--- src/rtl/excep_ctrl.sv ---
// rtl/excep_ctrl.sv - MEM-stage exception arbiter and flush sequencer; macro EXCEP_INT_SYNC2_EN selects a 2-flop int_i synchronizer
module excep_ctrl #(
    parameter int FLUSH_CYCLES = 2
) (
    input  logic        clk,
    input  logic        rst,
    input  logic        mem_valid_i,
    input  logic [31:0] exc_req_i,
    input  logic [31:0] pc_i,
    input  logic [31:0] badaddr_i,
    input  logic        in_delayslot_i,
    input  logic [5:0]  int_i,
    input  logic [31:0] cp0_status_i,
    input  logic [31:0] cp0_cause_i,
    output logic [31:0] exception_type_o,
    output logic [31:0] exception_pc_o,
    output logic [31:0] exception_addr_o,
    output logic        delayslot_o,
    output logic [5:0]  int_o,
    output logic        flush_req_o,
    output logic        stall_req_o,
    output logic [15:0] exc_count_o
);

    typedef enum logic [1:0] {IDLE = 2'd0, ISSUE = 2'd1, FLUSH = 2'd2} state_t;

    state_t      state;
    logic [3:0]  flush_cnt;
    logic [5:0]  int_sync;
    logic        int_pending;
    logic [31:0] winner;
    logic        accept;

`ifdef EXCEP_INT_SYNC2_EN
    logic [5:0] int_meta;

    // Two-flop synchronizer for the asynchronous interrupt lines
    always_ff @(posedge clk) begin
        if (!rst) begin
            int_meta <= '0;
            int_sync <= '0;
        end else begin
            int_meta <= int_i;
            int_sync <= int_meta;
        end
    end
`else
    // Single register stage for the interrupt lines
    always_ff @(posedge clk) begin
        if (!rst) begin
            int_sync <= '0;
        end else begin
            int_sync <= int_i;
        end
    end
`endif

    assign int_o = int_sync;

    // Interrupts are only taken with IE set and EXL clear; hardware lines map to IM[7:2], software to IM[1:0]
    assign int_pending = cp0_status_i[0] & ~cp0_status_i[1]
                       & (|({int_sync, cp0_cause_i[9:8]} & cp0_status_i[15:8]));

    // Fixed-priority pick of a single event, ERET lowest
    always_comb begin
        winner = '0;
        if (int_pending)         winner[1]  = 1'b1;
        else if (exc_req_i[31])  winner[31] = 1'b1;
        else if (exc_req_i[30])  winner[30] = 1'b1;
        else if (exc_req_i[29])  winner[29] = 1'b1;
        else if (exc_req_i[28])  winner[28] = 1'b1;
        else if (exc_req_i[27])  winner[27] = 1'b1;
        else if (exc_req_i[26])  winner[26] = 1'b1;
        else if (exc_req_i[25])  winner[25] = 1'b1;
        else if (exc_req_i[0])   winner[0]  = 1'b1;
    end

    assign accept = mem_valid_i && (state == IDLE) && (winner != '0);

    // Event FSM: latch in IDLE, present one cycle in ISSUE, hold flush for FLUSH_CYCLES
    always_ff @(posedge clk) begin
        if (!rst) begin
            state            <= IDLE;
            flush_cnt        <= '0;
            exception_type_o <= '0;
            exception_pc_o   <= '0;
            exception_addr_o <= '0;
            delayslot_o      <= 1'b0;
            flush_req_o      <= 1'b0;
            stall_req_o      <= 1'b0;
            exc_count_o      <= '0;
        end else begin
            case (state)
                IDLE: begin
                    if (accept) begin
                        exception_type_o <= winner;
                        exception_pc_o   <= pc_i;
                        exception_addr_o <= badaddr_i;
                        delayslot_o      <= in_delayslot_i;
                        stall_req_o      <= 1'b1;
                        state            <= ISSUE;
                        if (!winner[0] && exc_count_o != 16'hFFFF) begin
                            exc_count_o <= exc_count_o + 16'd1;
                        end
                    end
                end
                ISSUE: begin
                    exception_type_o <= '0;
                    flush_req_o      <= 1'b1;
                    flush_cnt        <= 4'(FLUSH_CYCLES - 1);
                    state            <= FLUSH;
                end
                FLUSH: begin
                    if (flush_cnt == 4'd0) begin
                        flush_req_o <= 1'b0;
                        stall_req_o <= 1'b0;
                        state       <= IDLE;
                    end else begin
                        flush_cnt <= flush_cnt - 4'd1;
                    end
                end
                default: begin
                    state <= IDLE;
                end
            endcase
        end
    end

endmodule
--- config.mk ---
export PLATFORM = sky130hd
export DESIGN_NAME = excep_ctrl
export DESIGN_NICKNAME = d
export VERILOG_FILES = /design/src/rtl/excep_ctrl.sv
export SDC_FILE = /design/constraint.sdc
export NUM_CORES = 1
export LEC_CHECK = 0
export ABC_AREA = 1
export CORE_AREA = 2 2 114 116
export CTS_CLUSTER_SIZE = 12
export DETAILED_ROUTE_END_ITERATION = 16
export DIE_AREA = 0 0 116 118
export GPL_TIMING_DRIVEN = 0
export PLACE_DENSITY = 0.92
export SYNTH_ARGS = -nofsm -noshare
export SYNTH_HDL_FRONTEND = slang
export SYNTH_SLANG_ARGS = --single-unit
--- constraint.sdc ---
create_clock -name clk -period 2.6 [get_ports clk]
set_input_delay 0.52 -clock clk [delete_from_list [all_inputs] [get_ports clk]]
set_output_delay 0.52 -clock clk [all_outputs]
set_load 0.01 [all_outputs]
==> results.sh <==
export IMPL_std_cell_rows=41
export IMPL_overall_power_mw=4.069
export IMPL_finish_net_count=993
export IMPL_final_min_period_over_clock_period=0.7756
export IMPL_grt_pass1_vias=4183
export IMPL_timing_reg2reg_worst_path_depth=10
export IMPL_cts_sinks=104
export IMPL_dpl_hpwl_um=10470
export IMPL_mappedNetlistArea_um2=4519
export IMPL_area_growth_pct=56.26
export IMPL_cts_buffer_depth=2
export IMPL_floorplan_core_area_um2=12410
export IMPL_n_antenna_cell=0
export IMPL_place_port_buffers=191
export IMPL_regArea_um2=2082
export IMPL_drc=0
export IMPL_h_tree_depth=3
export IMPL_cellLeakagePower_nw=2.847
export IMPL_clock_edge_transition_at_the_registers_on_the_reported_setup_and_hold_paths_ns=0.07
export IMPL_worst_ep_required_time_ns=2.88
export IMPL_io_pins=291
export IMPL_grt_antenna_before_repair=0
export IMPL_synth_warnings=0
export IMPL_area_of_the_multi_input_gates_um2=2023
export IMPL_yosysUniqueCellTypes=34
export IMPL_drive_gt1_frac=0.1018
export IMPL_drt_iter0_drc=294
export IMPL_fillerInstances=1117
export IMPL_syn_inst=596
export IMPL_cts_buffers_inserted=9
export IMPL_synth_edf_count=0
export IMPL_setup_reg_to_reg_worst_slack_ns=0.75
export IMPL_cts_tree="built"
export IMPL_cts_hold_buf=0
export IMPL_hold_path_cell_count=2
export IMPL_die_width_um=116
export IMPL_synth_seq_area_share=0.4607
export IMPL_synth_area_leader_cell="sky130_fd_sc_hd__dfxtp_1"
export IMPL_synth_seq_cells=104
export IMPL_tightest_slew_ns=0.6460
export IMPL_worstSetupStartpointType="input port"
export IMPL_crit_type="input port to flop"
export IMPL_power_density_cell_area_nw_per_um2=576.2
export IMPL_antenna_left=0
export IMPL_finalSetupViolations=0
export IMPL_post_cts_setup_buffers=0
export IMPL_layout_core_utilization=0.5688
export IMPL_postSynth_asyncResetShare=0
export IMPL_setup_total_negative_slack_ns=0
export IMPL_max_cap_violations=0
export IMPL_vias=4582
export IMPL_crit_fanout=10
export IMPL_first_pass_iters=6
export IMPL_wire_length_of_the_first_global_routing_pass_um=20710
export IMPL_detail_route_vias_per_cell=4.596
export IMPL_avgRoutedWirePerCell_um=13.62
export IMPL_chipHeight_um=118
export IMPL_hold_path_class="flop to flop"
export IMPL_start_util=0.3640
export IMPL_grtUsageTotal=0.1933
export IMPL_yosys_top_cells_area="sky130_fd_sc_hd__dfxtp_1 46%, sky130_fd_sc_hd__nor2_1 13%, sky130_fd_sc_hd__nand2_1 5.2%, sky130_fd_sc_hd__buf_4 4.7%, sky130_fd_sc_hd__nand3_1 4.5%"
export IMPL_clock_skew_ns=0.006422
export IMPL_synthesis_area_per_instance_um2=7.583
export IMPL_grt_remaining_overflow=0
export IMPL_ys_dominant_reg_cell="sky130_fd_sc_hd__dfxtp_1"
export IMPL_synth_top_cell_area_share=0.4607
export IMPL_clockRootBuffer="sky130_fd_sc_hd__clkbuf_16"
export IMPL_final_max_slew_viol_count=0
export IMPL_pin_count_of_the_biggest_net_entering_global_routing=17
export IMPL_vdd_drop_max_uv=313.7
export IMPL_critical_path_arrival_ns=2.29
export IMPL_timing_final_hold_violations=0
export IMPL_detail_route_wirelength_um=13580
export IMPL_max_slew_margin_rel=0.5694
export IMPL_rsz0062_at_grt="no"
export IMPL_routabilityCongestion=0.8978
export IMPL_fp_dieArea_um2=13690
export IMPL_endpoint_kind="flop"
export IMPL_clk_latency_ns=0.35
export IMPL_timing_fmax_mhz=495.9
export IMPL_post_cts_resize_count=0
export IMPL_run_status="complete, no violations"
export IMPL_finalCriticalPeriod_ns=2.016
-- logic make-up after synthesis --
family / synth area share
AND/OR/NAND/NOR: 0.2777
flip-flops: 0.4607
AO/OA/AOI/OAI: 0.1232
buffers and inverters: 0.1099
XOR/XNOR: 0.01938
adder cells (fa/ha/maj): 0.008307
other: 0.0008298
-- power breakdown --
part / internal (mW) / switching [mW]
Sequential: 1.70 / 0.0585
Clock: 0.899 / 0.600
Combinational: 0.436 / 0.371
-- registers in the layout (all words and copies together) (netlist names) --
| register | cells |
|---|---|
| flush_req_o | 1 |
| exception_type_o | 9 |
| exc_count_o | 16 |
| exception_pc_o | 32 |
| int_o | 6 |
| flush_cnt | 4 |
| stall_req_o | 1 |
| delayslot_o | 1 |
| state | 2 |
| exception_addr_o | 32 |
-- per-layer routing --
layer | routed length, µm | GRT usage | share of wire
met1 | 5527 | 0.2281 | 0.41
met5 | 0 | 0 | 0
met4 | 308 | 0.07143 | 0.023
met3 | 1075 | 0.04789 | 0.079
met2 | 6671 | 0.3344 | 0.49
-- per-stage QoR --
stage	worst slack, ns	instance area [µm²]	hold WS, ns	std cells
after floorplan	0.9471	4602	0.4839	618
after global placement	0.2537	6729	0.4617	981
after detailed placement	0.2633	6729	0.4698	981
after CTS	0.5974	7062	0.4852	997
after global routing	0.4203	7062	0.5035	997
final	0.5835	7062	0.4812	997
-- cell usage after synthesis, types with 2 or more instances --
library cell               instances
sky130_fd_sc_hd__nor3_1            9
sky130_fd_sc_hd__nand4_1           5
sky130_fd_sc_hd__dfxtp_1         104
sky130_fd_sc_hd__a21oi_2          10
sky130_fd_sc_hd__nor2_4            2
sky130_fd_sc_hd__nor2_1          153
sky130_fd_sc_hd__nand3_1          41
sky130_fd_sc_hd__nand2_2           5
sky130_fd_sc_hd__nor3b_1           2
sky130_fd_sc_hd__o21ai_1          40
sky130_fd_sc_hd__buf_6             3
sky130_fd_sc_hd__xnor2_1           2
sky130_fd_sc_hd__nand2_4           2
sky130_fd_sc_hd__buf_2            10
sky130_fd_sc_hd__inv_1            35
sky130_fd_sc_hd__xor2_1            8
sky130_fd_sc_hd__buf_4            28
sky130_fd_sc_hd__ha_1              3
sky130_fd_sc_hd__clkbuf_1         12
sky130_fd_sc_hd__o21ai_0          28
sky130_fd_sc_hd__nand2_1          63
sky130_fd_sc_hd__a21oi_1          19
-- path summary, 6_finish.rpt --
check,to,startpoint
hold reg to reg,exception_addr_o[0],exception_addr_o[0]
hold / removal,exception_addr_o[0],exception_addr_o[0]
setup / recovery,exc_count_o[8],exc_req_i[31]
setup reg to reg,exc_count_o[8],exc_count_o[0]
-- worst max-delay path, cell delays in order --
cell                              delay, ns
sky130_fd_sc_hd__clkdlybuf4s50_1       0.58
sky130_fd_sc_hd__nor2_1                0.10
sky130_fd_sc_hd__nand4_1               0.13
sky130_fd_sc_hd__nor2_1                0.05
sky130_fd_sc_hd__nand2_1               0.07
sky130_fd_sc_hd__nand2_2               0.10
sky130_fd_sc_hd__inv_4                 0.17
sky130_fd_sc_hd__buf_2                 0.27
sky130_fd_sc_hd__nand3_1               0.14
sky130_fd_sc_hd__a21oi_2               0.15
-- area by class of cell --
class	instances	area share
Multi-Input combinational cell	424	0.2865
Tap cell	172	0.03047
Clock inverter	4	0.01081
Sequential cell	104	0.2948
Inverter	36	0.01949
Clock buffer	12	0.03632
Timing Repair Buffer	191	0.2707
Buffer	54	0.05085
-- cell usage in the layout (no fill, tap or decap), types with 2 or more instances in the layout --
master                            instances
sky130_fd_sc_hd__nand3_1                 41
sky130_fd_sc_hd__buf_2                   10
sky130_fd_sc_hd__o21ai_1                 40
sky130_fd_sc_hd__nor3_1                   9
sky130_fd_sc_hd__nand2_1                 63
sky130_fd_sc_hd__nand2_2                  5
sky130_fd_sc_hd__a21oi_2                 10
sky130_fd_sc_hd__clkdlybuf4s50_1        191
sky130_fd_sc_hd__ha_1                     3
sky130_fd_sc_hd__inv_1                   35
sky130_fd_sc_hd__conb_1                  23
sky130_fd_sc_hd__nor2_1                 153
sky130_fd_sc_hd__nand4_1                  5
sky130_fd_sc_hd__clkbuf_16                9
sky130_fd_sc_hd__buf_6                    3
sky130_fd_sc_hd__bufinv_16                2
sky130_fd_sc_hd__o21ai_0                 28
sky130_fd_sc_hd__clkbuf_1                13
sky130_fd_sc_hd__xnor2_1                  2
sky130_fd_sc_hd__clkbuf_8                 2
sky130_fd_sc_hd__nand2_4                  2
sky130_fd_sc_hd__a21oi_1                 19
sky130_fd_sc_hd__nor2_4                   2
sky130_fd_sc_hd__nor3b_1                  2
sky130_fd_sc_hd__xor2_1                   8
sky130_fd_sc_hd__buf_4                   28
sky130_fd_sc_hd__dfxtp_1                104
Power figures use the tool's default switching activity.
